`src/rtl/serializer_stream_if.sv`:
```
// rtl/serializer_stream_if.sv - word input and serial output bundle for serializer_stream
interface serializer_stream_if #(
  parameter int DATA_WIDTH = 8
);
  logic [DATA_WIDTH-1:0] din;
  logic                  din_valid;
  logic                  din_ready;
  logic                  dout;
  logic                  dout_valid;
  logic                  word_start;

  // Producer side: drives words in and watches the serial line
  modport master (
    output din, din_valid,
    input  din_ready, dout, dout_valid, word_start
  );

  // Serializer side
  modport slave (
    input  din, din_valid,
    output din_ready, dout, dout_valid, word_start
  );
endinterface

```
`src/rtl/serializer_stream.sv`:
```
// rtl/serializer_stream.sv - parallel-to-serial converter with one-word holding register
module serializer_stream #(
  parameter int       DATA_WIDTH = 8,
  parameter bit       MSB_FIRST  = 1'b1,
  parameter logic     IDLE_VAL   = 1'b0,
  parameter int       CNT_WIDTH  = 16
) (
  input  logic                 clk,
  input  logic                 rst,
  serializer_stream_if.slave   s,
  input  logic                 enable,
  input  logic                 clr_underrun,
  output logic                 busy,
  output logic                 underrun,
  output logic [CNT_WIDTH-1:0] word_cnt
);

  localparam int BW = (DATA_WIDTH > 1) ? $clog2(DATA_WIDTH) : 1;

  typedef enum logic {S_IDLE, S_SHIFT} state_e;

  state_e                 state_q, state_d;
  logic [BW-1:0]          bit_cnt_q, bit_cnt_d;
  logic [DATA_WIDTH-1:0]  shift_q, shift_d;
  logic [DATA_WIDTH-1:0]  hold_q, hold_d;
  logic                   hold_full_q, hold_full_d;
  logic                   dout_q, dout_d;
  logic                   dout_valid_q, dout_valid_d;
  logic                   word_start_q, word_start_d;
  logic                   underrun_q, underrun_d;
  logic [CNT_WIDTH-1:0]   word_cnt_q, word_cnt_d;

  logic accept;
  logic last_bit;
  logic load;
  logic set_underrun;

  // Bit that leaves the line next from a given word image
  function automatic logic head_bit(input logic [DATA_WIDTH-1:0] w);
    return MSB_FIRST ? w[DATA_WIDTH-1] : w[0];
  endfunction

  // Word image after the head bit has been consumed
  function automatic logic [DATA_WIDTH-1:0] advance(input logic [DATA_WIDTH-1:0] w);
    return MSB_FIRST ? (w << 1) : (w >> 1);
  endfunction

  // Next-state logic: accept into hold, load/shift/drain the shifter when enabled
  always_comb begin
    state_d      = state_q;
    bit_cnt_d    = bit_cnt_q;
    shift_d      = shift_q;
    hold_d       = hold_q;
    hold_full_d  = hold_full_q;
    dout_d       = dout_q;
    dout_valid_d = dout_valid_q;
    word_start_d = word_start_q;
    word_cnt_d   = word_cnt_q;
    set_underrun = 1'b0;

    accept   = s.din_valid & ~hold_full_q;
    last_bit = (bit_cnt_q == BW'(DATA_WIDTH - 1));
    // hold_full blocks accept, so load and accept never coincide
    load     = enable & hold_full_q &
               ((state_q == S_IDLE) | ((state_q == S_SHIFT) & last_bit));

    if (accept) begin
      hold_d      = s.din;
      hold_full_d = 1'b1;
    end

    if (load) begin
      shift_d      = advance(hold_q);
      dout_d       = head_bit(hold_q);
      hold_full_d  = 1'b0;
      bit_cnt_d    = '0;
      state_d      = S_SHIFT;
      word_start_d = 1'b1;
      dout_valid_d = 1'b1;
      word_cnt_d   = word_cnt_q + CNT_WIDTH'(1);
    end else if (enable && state_q == S_SHIFT) begin
      if (!last_bit) begin
        dout_d       = head_bit(shift_q);
        shift_d      = advance(shift_q);
        bit_cnt_d    = bit_cnt_q + BW'(1);
        word_start_d = 1'b0;
      end else begin
        // Word finished with nothing queued: the stream has a gap
        state_d      = S_IDLE;
        dout_d       = IDLE_VAL;
        dout_valid_d = 1'b0;
        word_start_d = 1'b0;
        set_underrun = 1'b1;
      end
    end

    // A set on the same edge as a clear must survive
    underrun_d = set_underrun | (underrun_q & ~clr_underrun);
  end

  // State and output registers, reset drops any partial word
  always_ff @(posedge clk or negedge rst) begin
    if (!rst) begin
      state_q      <= S_IDLE;
      bit_cnt_q    <= '0;
      shift_q      <= '0;
      hold_q       <= '0;
      hold_full_q  <= 1'b0;
      dout_q       <= IDLE_VAL;
      dout_valid_q <= 1'b0;
      word_start_q <= 1'b0;
      underrun_q   <= 1'b0;
      word_cnt_q   <= '0;
    end else begin
      state_q      <= state_d;
      bit_cnt_q    <= bit_cnt_d;
      shift_q      <= shift_d;
      hold_q       <= hold_d;
      hold_full_q  <= hold_full_d;
      dout_q       <= dout_d;
      dout_valid_q <= dout_valid_d;
      word_start_q <= word_start_d;
      underrun_q   <= underrun_d;
      word_cnt_q   <= word_cnt_d;
    end
  end

  assign s.din_ready  = ~hold_full_q;
  assign s.dout       = dout_q;
  assign s.dout_valid = dout_valid_q;
  assign s.word_start = word_start_q;
  assign busy         = (state_q == S_SHIFT) | hold_full_q;
  assign underrun     = underrun_q;
  assign word_cnt     = word_cnt_q;

endmodule

```
`src/flat_wrapper.sv`:
```
// flat-port wrapper written by rule: the top's interface ports become plain ports
module serializer_stream_flat 
#(
  parameter int       DATA_WIDTH = 8,
  parameter bit       MSB_FIRST  = 1'b1,
  parameter logic     IDLE_VAL   = 1'b0,
  parameter int       CNT_WIDTH  = 16
)
  (clk, rst, enable, clr_underrun, busy, underrun, word_cnt, s_din, s_din_valid, s_din_ready, s_dout, s_dout_valid, s_word_start);
  serializer_stream_if #(.DATA_WIDTH(DATA_WIDTH)) s_i ();
  input  logic clk;
  input  logic rst;
  input  logic enable;
  input  logic clr_underrun;
  output logic busy;
  output logic underrun;
  output logic [CNT_WIDTH-1:0] word_cnt;
  input wire logic [$bits(s_i.din)-1:0] s_din;
  input wire logic [$bits(s_i.din_valid)-1:0] s_din_valid;
  output wire logic [$bits(s_i.din_ready)-1:0] s_din_ready;
  output wire logic [$bits(s_i.dout)-1:0] s_dout;
  output wire logic [$bits(s_i.dout_valid)-1:0] s_dout_valid;
  output wire logic [$bits(s_i.word_start)-1:0] s_word_start;
  assign s_i.din = s_din;
  assign s_i.din_valid = s_din_valid;
  assign s_din_ready = s_i.din_ready;
  assign s_dout = s_i.dout;
  assign s_dout_valid = s_i.dout_valid;
  assign s_word_start = s_i.word_start;
  serializer_stream #(.DATA_WIDTH(DATA_WIDTH), .MSB_FIRST(MSB_FIRST), .IDLE_VAL(IDLE_VAL), .CNT_WIDTH(CNT_WIDTH)) u_core (.clk(clk), .rst(rst), .s(s_i), .enable(enable), .clr_underrun(clr_underrun), .busy(busy), .underrun(underrun), .word_cnt(word_cnt));
endmodule
```
`config.mk`:
```
export PLATFORM = sky130hd
export DESIGN_NAME = serializer_stream_flat
export DESIGN_NICKNAME = d
export VERILOG_FILES = /design/src/rtl/serializer_stream_if.sv /design/src/rtl/serializer_stream.sv /design/src/flat_wrapper.sv
export SDC_FILE = /design/constraint.sdc
export NUM_CORES = 1
export LEC_CHECK = 0
export ABC_AREA = 1
export CAP_MARGIN = 5
export CORE_MARGIN = 2
export CORE_UTILIZATION = 40
export DETAILED_ROUTE_END_ITERATION = 10
export PLACE_DENSITY = 0.7
export REMOVE_ABC_BUFFERS = 1
export SKIP_CTS_REPAIR_TIMING = 1
export SLEW_MARGIN = 0
export SYNTH_ARGS = -nofsm -noshare
export SYNTH_HDL_FRONTEND = slang
export SYNTH_SLANG_ARGS = --single-unit
```
`constraint.sdc`:
```
create_clock -name clk -period 1.4 [get_ports clk]
set_input_delay 0.28 -clock clk [delete_from_list [all_inputs] [get_ports clk]]
set_output_delay 0.28 -clock clk [all_outputs]
set_load 0.03 [all_outputs]
```
Yosys cells after proc, flatten, opt, wreduce, memory -nomap -nowiden:

Cells that the tools add are included.

* bits in registers: 40
* bits of input ports: 13
* output and inout port bits: 22
* logic and storage cells: 49

* add/subtract/negate cells: 2
* eq/ne operators: 2
* multiplexer cells: 19
* bitwise operators: 11
* reductions and logical operators: 6

Operators with widths (count)
* $mux 8: 3
* $add 16x1->16 const B: 1
* $mux 1: 13
* $mux 3: 3
* $reduce_bool 2->1: 3
* $and 1x1->1: 5
* $reduce_and 2->1: 2
* $add 3x1->3 const B: 1
* $eq 3x3->1 const B: 1
* $not 1->1: 3
* $or 1x1->1: 3
* $ne 2x2->1 const B: 1
* $logic_and 1x1->1: 1

Longest topological paths before layout:

Gate-level depths: netlist of the first run.

* word-level depth: 6
* depth in mapped cells: 10
* gate-level depth less buffers: 9

Worst setup path before layout of the first run:

Ideal clock, no wire load.

* path type: reg-to-reg
* start: register u_core.bit_cnt_q[0]
* end: register u_core.shift_q[5]
* setup time: 0.082 ns
* arrival: 1.474 ns
* data required time: 1.318 ns
* path slack: -0.156 ns
* stages on the path, launching flop included: 9
* path buffers: 1
* clock period less this slack: 1.556 ns
* cell sequence: dfrtp_1 -> ha_1 -> ha_1 -> nor2_4 -> nand2_1 -> nand2_1 -> buf_4 -> nor2_1 -> a31oi_1

* word-level cells in the longest chain between the ends: 6
* elaborated cells between the ends (all ways): 8
* classes of those cells: eq/ne (2); mux (1); bitwise (3); reduce/logical (2)

RTL lines
* from (decl): RTL line serializer_stream.sv:23 `logic [BW-1:0] bit_cnt_q, bit_cnt_d;`
* from (signal assigned): RTL line serializer_stream.sv:116 `bit_cnt_q <= bit_cnt_d;`
* $eq 3x3->1 (*): RTL line serializer_stream.sv:62 `last_bit = (bit_cnt_q == BW'(DATA_WIDTH - 1));`
* $and 1x1->1: RTL line serializer_stream.sv:65 `((state_q == S_IDLE) | ((state_q == S_SHIFT) & last_bit));`
* $or 1x1->1: RTL line serializer_stream.sv:65
* $and 1x1->1: RTL line serializer_stream.sv:64 `load = enable & hold_full_q &`
* $ne 2x2->1 (no line) / $reduce_bool 2->1 (equally long branches)
* $reduce_and 2->1 (no line)
* to (signal assigned): RTL line serializer_stream.sv:117 `shift_q <= shift_d;`
* to (decl): RTL line serializer_stream.sv:24 `logic [DATA_WIDTH-1:0] shift_q, shift_d;`

Mark *: on every way between the ends. The rest lies on a longest branch, timed or not.
A chain may end at the register's enable or synchronous reset.

Worst setup path in the final report of the first run:

Same ends and word-level chain as after synthesis.

==> impl_metrics.tcl, run 1 <==
set metrics [dict create \
    timing_worst_setup_path_type "reg2reg" \
    layout.filler_cells 335 \
    r2r-start "u_core.bit_cnt_q[0]$_DFFE_PN0P_" \
    finalWeightedCongestion 0.786 \
    cell_count_of_the_worst_reg_to_reg_path 8 \
    finalHoldViolCount 0 \
    seq_area_frac_synth_pct 53.9 \
    fmax_ghz 0.668 \
    setup_violating_endpoint_count_in_the_final_report 20 \
    die_y_um 71.3 \
    accumulated_negative_setup_slack_ns -1.01 \
    ir_drop_v 0.000801 \
    synth_top_cells_by_area "dfrtp_1, nand2_1, mux2_2, inv_1, nand3_1" \
    worstSetupStartpointType "flop" \
    antenna-diode-count 0 \
    clock-root-buffer "clkbuf_8" \
    worstPathRequired_ns 1.61 \
    critPathArrivalTime_ns 1.71 \
    synth.yosys.warnings 0 \
    firstDrtPassIters 4 \
    cell_types_with_the_highest_counts_after_synthesis "nand2_1, dfrtp_1, inv_1" \
    sw_frac_of_total_pct 32.7 \
    fin_crit_sh_pct 107 \
    initial_cell_density_of_the_core_pct 41.6 \
    ys_seq_elements 39 \
    grt.total_usage_pct 15.3 \
    worst_skew_pair.late_latency_ns 0.29 \
    endpoint_kind "flop" \
    clockBufferDepth 2 \
    detail_route.vias_per_cell 4.85 \
    power.density_cell_area_nw_per_um2 1620 \
    synth_top_cell_by_area "dfrtp_1" \
    post_synthesis_cell_area_um2 1810 \
    worstReg2RegEnd "u_core.shift_q[5]$_DFFE_PN0P_" \
    place.detailed.instances 300 \
    clock_sink_count 39 \
    netSwitchingPower_mw 1.44 \
    leakagePower_nw 1.56 \
    synth-main-ff-cell "dfrtp_1" \
    edff_count_synth 0 \
    post-route-min-period_ns 1.50 \
    post_route_cells_drive_above_1_share_pct 30.3 \
    ctsHtreeMaxLevel 2 \
    design.die.area_um2 5080 \
    path_clk_slew_ns 0.08 \
    place.detailed.hpwl_um 2600 \
    power_total_mw 4.42 \
    grt_setup_unrepaired "yes" \
    violations_in_the_final_reports "setup timing" \
    critPathMaxFanout 6 \
    finalClockSkew_ns 0.00477 \
    tritoncts.num_buffers 5 \
    netlist.area_leader.share_pct 53.9 \
    synth_most_common_cell "nand2_1" \
    grt_antenna_before_repair 0 \
    drt-total-wl_um 3910 \
    post_place_cell_area_um2 2370 \
    post-route-drc-count 0 \
    yosysUniqueCellTypes 22 \
    hold_ws_ns 0.481 \
    tightest_slew_ns 0.344 \
    die_x_um 71.3 \
    finish.net_count 277 \
    share_seq_of_total_power_pct 38.2 \
    layout-area-overhead-vs-synth_pct 50.3 \
    cts_tree "yes" \
    worst_setup_path_startpoint "u_core.bit_cnt_q[0]$_DFFE_PN0P_" \
    finish.cell_count_without_fillers 313 \
    drt-initial-drc-count 82 \
    wl_per_cell_um 12.5 \
    worstSetupEndpoint "u_core.shift_q[5]$_DFFE_PN0P_" \
    intPower_mw 2.98 \
    design.portCount 35 \
    core.rowCount 24 \
    ant_nets 0 \
    timing.final.ws_setup_ns -0.0965 \
    grt_start_max_net_pins 40 \
    port_buffers 34 \
    fp.coreArea_um2 4350 \
    post_synth.cell_area_avg_um2 9.20 \
    maxCapViolations 0 \
    r2r_slack_ns -0.1 \
    wire_length_of_the_first_global_routing_pass_um 6190 \
    timing.final.max_slew_violations 0 \
    global_route.overflow_total 0 \
    syn_inst 197 \
    synth-async-reset-ratio_pct 100 \
    clkPwrFrac_pct 25.1 \
    design_area_um2 2720 \
    worstHoldPathType "in2async" \
    grt_pass1_vias 1417 \
    route.vias.total 1518 \
    status "complete, but fails checks" \
    max_slew_margin_pct 77.0 \
    share_comb_of_total_power_pct 36.6 \
]
==> layout make-up <==
type / instances / area [um^2] / area share, %
repair buffers: 59 / 611 / 22.4
flip-flops and latches: 39 / 976 / 35.8
well taps: 52 / 65.1 / 2.39
clock inverters: 3 / 67.6 / 2.48
multi-input cells: 137 / 868 / 31.9
clock buffers: 5 / 68.8 / 2.53
inverters: 18 / 67.6 / 2.48
==> kinds of logic after synthesis <==
group           synth area share (%)
simple gates                    24.2
flops                           53.9
buf+inv                         4.83
compound gates                  4.49
xor+xnor                        4.35
mux                             5.53
fa+ha+maj                       2.76
==> critical path, cell delays in order, from the launching register on <==
cell     delay, ns
dfrtp_1       0.39
ha_2          0.22
ha_4          0.18
nor2_4        0.15
nand2_2       0.09
nand2_4       0.11
buf_12        0.12
nor2_1        0.03
a31oi_1       0.13
==> cell usage in the layout, fill, tap and decap left out, types with 4 or more instances in the layout <==
cell type / n
dfrtp_1: 39
xor2_1: 7
nand3_1: 13
o21ai_1: 4
nand2_2: 5
nor2_4: 6
buf_12: 4
inv_1: 16
nand2_1: 53
clkbuf_8: 5
nor2_2: 5
clkdlybuf4s50_1: 11
dlymetal6s2s_1: 13
buf_4: 26
nand2_4: 4
nor2_1: 8
mux2_2: 8
==> per-stage QoR <==
stage,util [%],setup slack (ns)
floorplan,-,-0.247
global placement,54.4,-0.252
detailed placement,54.4,-0.283
CTS,57.6,-0.293
global route,62.6,-0.223
finish,62.6,-0.0965
==> power groups by stage <==
| stage | Sequential, mW | Clock, mW | Combinational [mW] |
|---|---|---|---|
| floorplan | 1.85 | 0 | 0.635 |
| global placement | 1.68 | 0 | 1.39 |
| detailed placement | 1.70 | 0 | 1.41 |
| CTS | 1.68 | 1.14 | 1.43 |
| global route | 1.74 | 1.18 | 1.76 |
| finish | 1.69 | 1.11 | 1.62 |
==> worst min-delay path by stage <==
| stage | startpoint | end | slack (ns) | depth (start not counted) |
|---|---|---|---|---|
| after global routing | rst | u_core.hold_q[0]$_DFFE_PN0P_ | 0.52 | 3 |
| after global placement | rst | u_core.hold_q[0]$_DFFE_PN0P_ | 0.26 | 2 |
| after CTS | rst | u_core.hold_q[0]$_DFFE_PN0P_ | -0.05 | 2 |
| after floorplan | rst | u_core.bit_cnt_q[0]$_DFFE_PN0P_ | -0.02 | 0 |
| final | rst | u_core.hold_q[6]$_DFFE_PN0P_ | 0.48 | 3 |
| after detailed placement | rst | u_core.shift_q[3]$_DFFE_PN0P_ | 0.26 | 2 |
==> state kept, by name (all words and copies together) (netlist names) <==
register,cells
u_core.s.dout,1
u_core.s.word_start,1
u_core.bit_cnt_q,3
u_core.underrun,1
u_core.shift_q,7
u_core.hold_full_q,1
u_core.word_cnt,16
u_core.hold_q,8
u_core.state_q,1
==> metal layers <==
| metal | up-vias | share of wire (%) | wire length [um] | track usage [%] |
|---|---|---|---|---|
| li1 | 756 | - | - | - |
| met1 | 731 | 45 | 1770 | 19.8 |
| met2 | 26 | 50 | 1980 | 25.4 |
| met3 | 5 | 2.6 | 102 | 2.95 |
| met4 | 0 | 1.6 | 61 | 6.29 |
| met5 | - | 0 | 0 | 0 |
(Power assumes the default switching activity.)
==> run 2: changes to the inputs <==
--- a/config.mk
+++ b/config.mk
@@ -9,6 +9,7 @@
 export CAP_MARGIN = 5
 export CORE_MARGIN = 2
 export CORE_UTILIZATION = 40
+export CTS_CLUSTER_DIAMETER = 100
 export DETAILED_ROUTE_END_ITERATION = 10
 export PLACE_DENSITY = 0.7
 export REMOVE_ABC_BUFFERS = 1
==> results of run 2 <==
No change in the layout: final DEF, timing and power equal those of run 1.
==> run 3: changes to the inputs <==
--- a/config.mk
+++ b/config.mk
@@ -11,10 +11,10 @@
 export CORE_UTILIZATION = 40
 export CTS_CLUSTER_DIAMETER = 100
 export DETAILED_ROUTE_END_ITERATION = 10
-export PLACE_DENSITY = 0.7
+export PLACE_DENSITY = 0.67
 export REMOVE_ABC_BUFFERS = 1
 export SKIP_CTS_REPAIR_TIMING = 1
-export SLEW_MARGIN = 0
+export SLEW_MARGIN = 20
 export SYNTH_ARGS = -nofsm -noshare
 export SYNTH_HDL_FRONTEND = slang
 export SYNTH_SLANG_ARGS = --single-unit
==> run 3 against run 2 <==
Effect of this change: the flow still finishes with violations (setup timing); setup slack improved by 0.0053 ns; global-route usage fell by 0.073 points; first-iteration DRC count fell by 61%; critical endpoint is now u_core.word_cnt[11]$_DFFE_PN0P_; largest power group unchanged; highest routed layer unchanged.
==> impl_metrics.tcl, run 3 (synthesized netlist as in run 1, its figures left out) <==
set metrics [dict create \
    power_total_mw 3.95 \
    cell_count_of_the_worst_reg_to_reg_path 9 \
    largest_reg_flops 16 \
    post_route_cells_drive_above_1_share_pct 30.2 \
    critPathArrivalTime_ns 1.67 \
    die_x_um 71.3 \
    finish.net_count 273 \
    tritoncts.num_buffers 5 \
    post-route-drc-count 0 \
    drt-initial-drc-count 32 \
    detail_route.vias_per_cell 4.84 \
    fp.coreArea_um2 4350 \
    route.vias.total 1487 \
    finalClockSkew_ns 0.00492 \
    clock_sink_count 39 \
    grt.total_usage_pct 15.3 \
    clockBufferDepth 2 \
    critPathMaxFanout 4 \
    core.rowCount 24 \
    wl_per_cell_um 11.8 \
    r2r-start "u_core.bit_cnt_q[1]$_DFFE_PN0P_" \
    grt_antenna_before_repair 0 \
    design.portCount 35 \
    drt-total-wl_um 3610 \
    cp_cell_sequence "ha_4, ha_4, nor2_4, nor2_4, nand2_4, nor2_4, nand2_1, nand2_1, nand2_1" \
    design.die.area_um2 5080 \
    firstDrtPassIters 4 \
    endpoint_kind "flop" \
    place.detailed.hpwl_um 2650 \
    path_clk_slew_ns 0.07 \
    wire_length_of_the_first_global_routing_pass_um 6040 \
    timing.final.ws_setup_ns -0.0912 \
    die_y_um 71.3 \
    timing.final.max_slew_violations 0 \
    layout_commonest_cell "nand2_1" \
    most-common-layout-cells "nand2_1, dfrtp_1, buf_4" \
    clock-root-buffer "clkbuf_8" \
    grt_start_max_net_pins 24 \
    tightest_slew_ns 0.395 \
    ir_drop_v 0.000814 \
    worst_setup_path_startpoint "u_core.bit_cnt_q[1]$_DFFE_PN0P_" \
    worstPathRequired_ns 1.58 \
    setup_violating_endpoint_count_in_the_final_report 16 \
    status "complete, but fails checks" \
    layout-area-overhead-vs-synth_pct 45.0 \
    grt_pass1_vias 1385 \
    finalWeightedCongestion 0.812 \
    worstSetupStartpointType "flop" \
    power.density_cell_area_nw_per_um2 1500 \
    cts_tree "yes" \
    initial_cell_density_of_the_core_pct 41.6 \
    ctsHtreeMaxLevel 2 \
    max_slew_margin_pct 73.7 \
    timing_worst_setup_path_type "reg2reg" \
    ant_nets 0 \
    port_buffers 34 \
    fmax_ghz 0.671 \
    maxCapViolations 0 \
    worstHoldPathType "in2async" \
    grt_setup_unrepaired "yes" \
    violations_in_the_final_reports "setup timing" \
    cpPeakStageDelay_ns 0.39 \
    finalHoldViolCount 0 \
    antenna-diode-count 0 \
    global_route.overflow_total 0 \
    post-route-min-period_ns 1.49 \
    worst_skew_pair.late_latency_ns 0.29 \
    finalCoreUtilization_pct 60.3 \
    leakagePower_nw 1.49 \
    timing.critical_path.slowest_stage_cell "dfrtp_1" \
    fin_crit_sh_pct 107 \
]
==> run 3: metal layers <==
| metal | vias up | track usage (%) | share of wire, % |
|---|---|---|---|
| li1 | 757 | - | - |
| met1 | 690 | 19.2 | 44 |
| met2 | 29 | 24.6 | 49 |
| met3 | 11 | 3.38 | 3.9 |
| met4 | 0 | 8.18 | 3.5 |
| met5 | - | 0 | 0 |
==> run 3: final cells by class <==
type / instances / area [um^2]
fill: 357 / 1730
tap: 52 / 65.1
timing repair buffer: 55 / 566
sequential: 39 / 977
inverter: 18 / 67.6
multi-input combinational: 137 / 878
clock buffer: 6 / 72.6
==> run 3: metrics by stage <==
step	hold slack, ns	cells	setup TNS [ns]	instance area, um^2	setup WS, ns
floorplan	-0.0156	194	-3.16	1790	-0.247
global placement	0.229	300	-4.16	2360	-0.270
detailed placement	0.227	300	-4.57	2360	-0.302
CTS	-0.0858	306	-7.34	2430	-0.293
global route	0.470	307	-2.13	2630	-0.176
finish	0.455	307	-0.489	2630	-0.0912
==> run 3: worst max-delay path, delay by kind of cell, from the launching register on <==
kind / cells / cell delay [ns]
simple gates: 7 / 0.67
flops: 1 / 0.39
fa+ha+maj: 2 / 0.31
==> run 3: where the power goes <==
part / switching [mW] / total [mW] / leakage, nW / internal [mW]
clock: 0.356 / 0.688 / 0.0371 / 0.332
sequential: 0.233 / 1.71 / 0.498 / 1.48
combinational: 0.793 / 1.55 / 0.954 / 0.759
==> run 3: worst paths after layout <==
path                                                    to  slack [ns]
min in group clk                 u_core.s.dout$_DFFE_PN0P_        0.49
max                        u_core.word_cnt[11]$_DFFE_PN0P_       -0.09
max reg2reg                u_core.word_cnt[11]$_DFFE_PN0P_       -0.09
min reg2reg                      u_core.s.dout$_DFFE_PN0P_        0.49
min                          u_core.shift_q[1]$_DFFE_PN0P_        0.45
max in group asynchronous       u_core.state_q$_DFFE_PN0P_        0.49
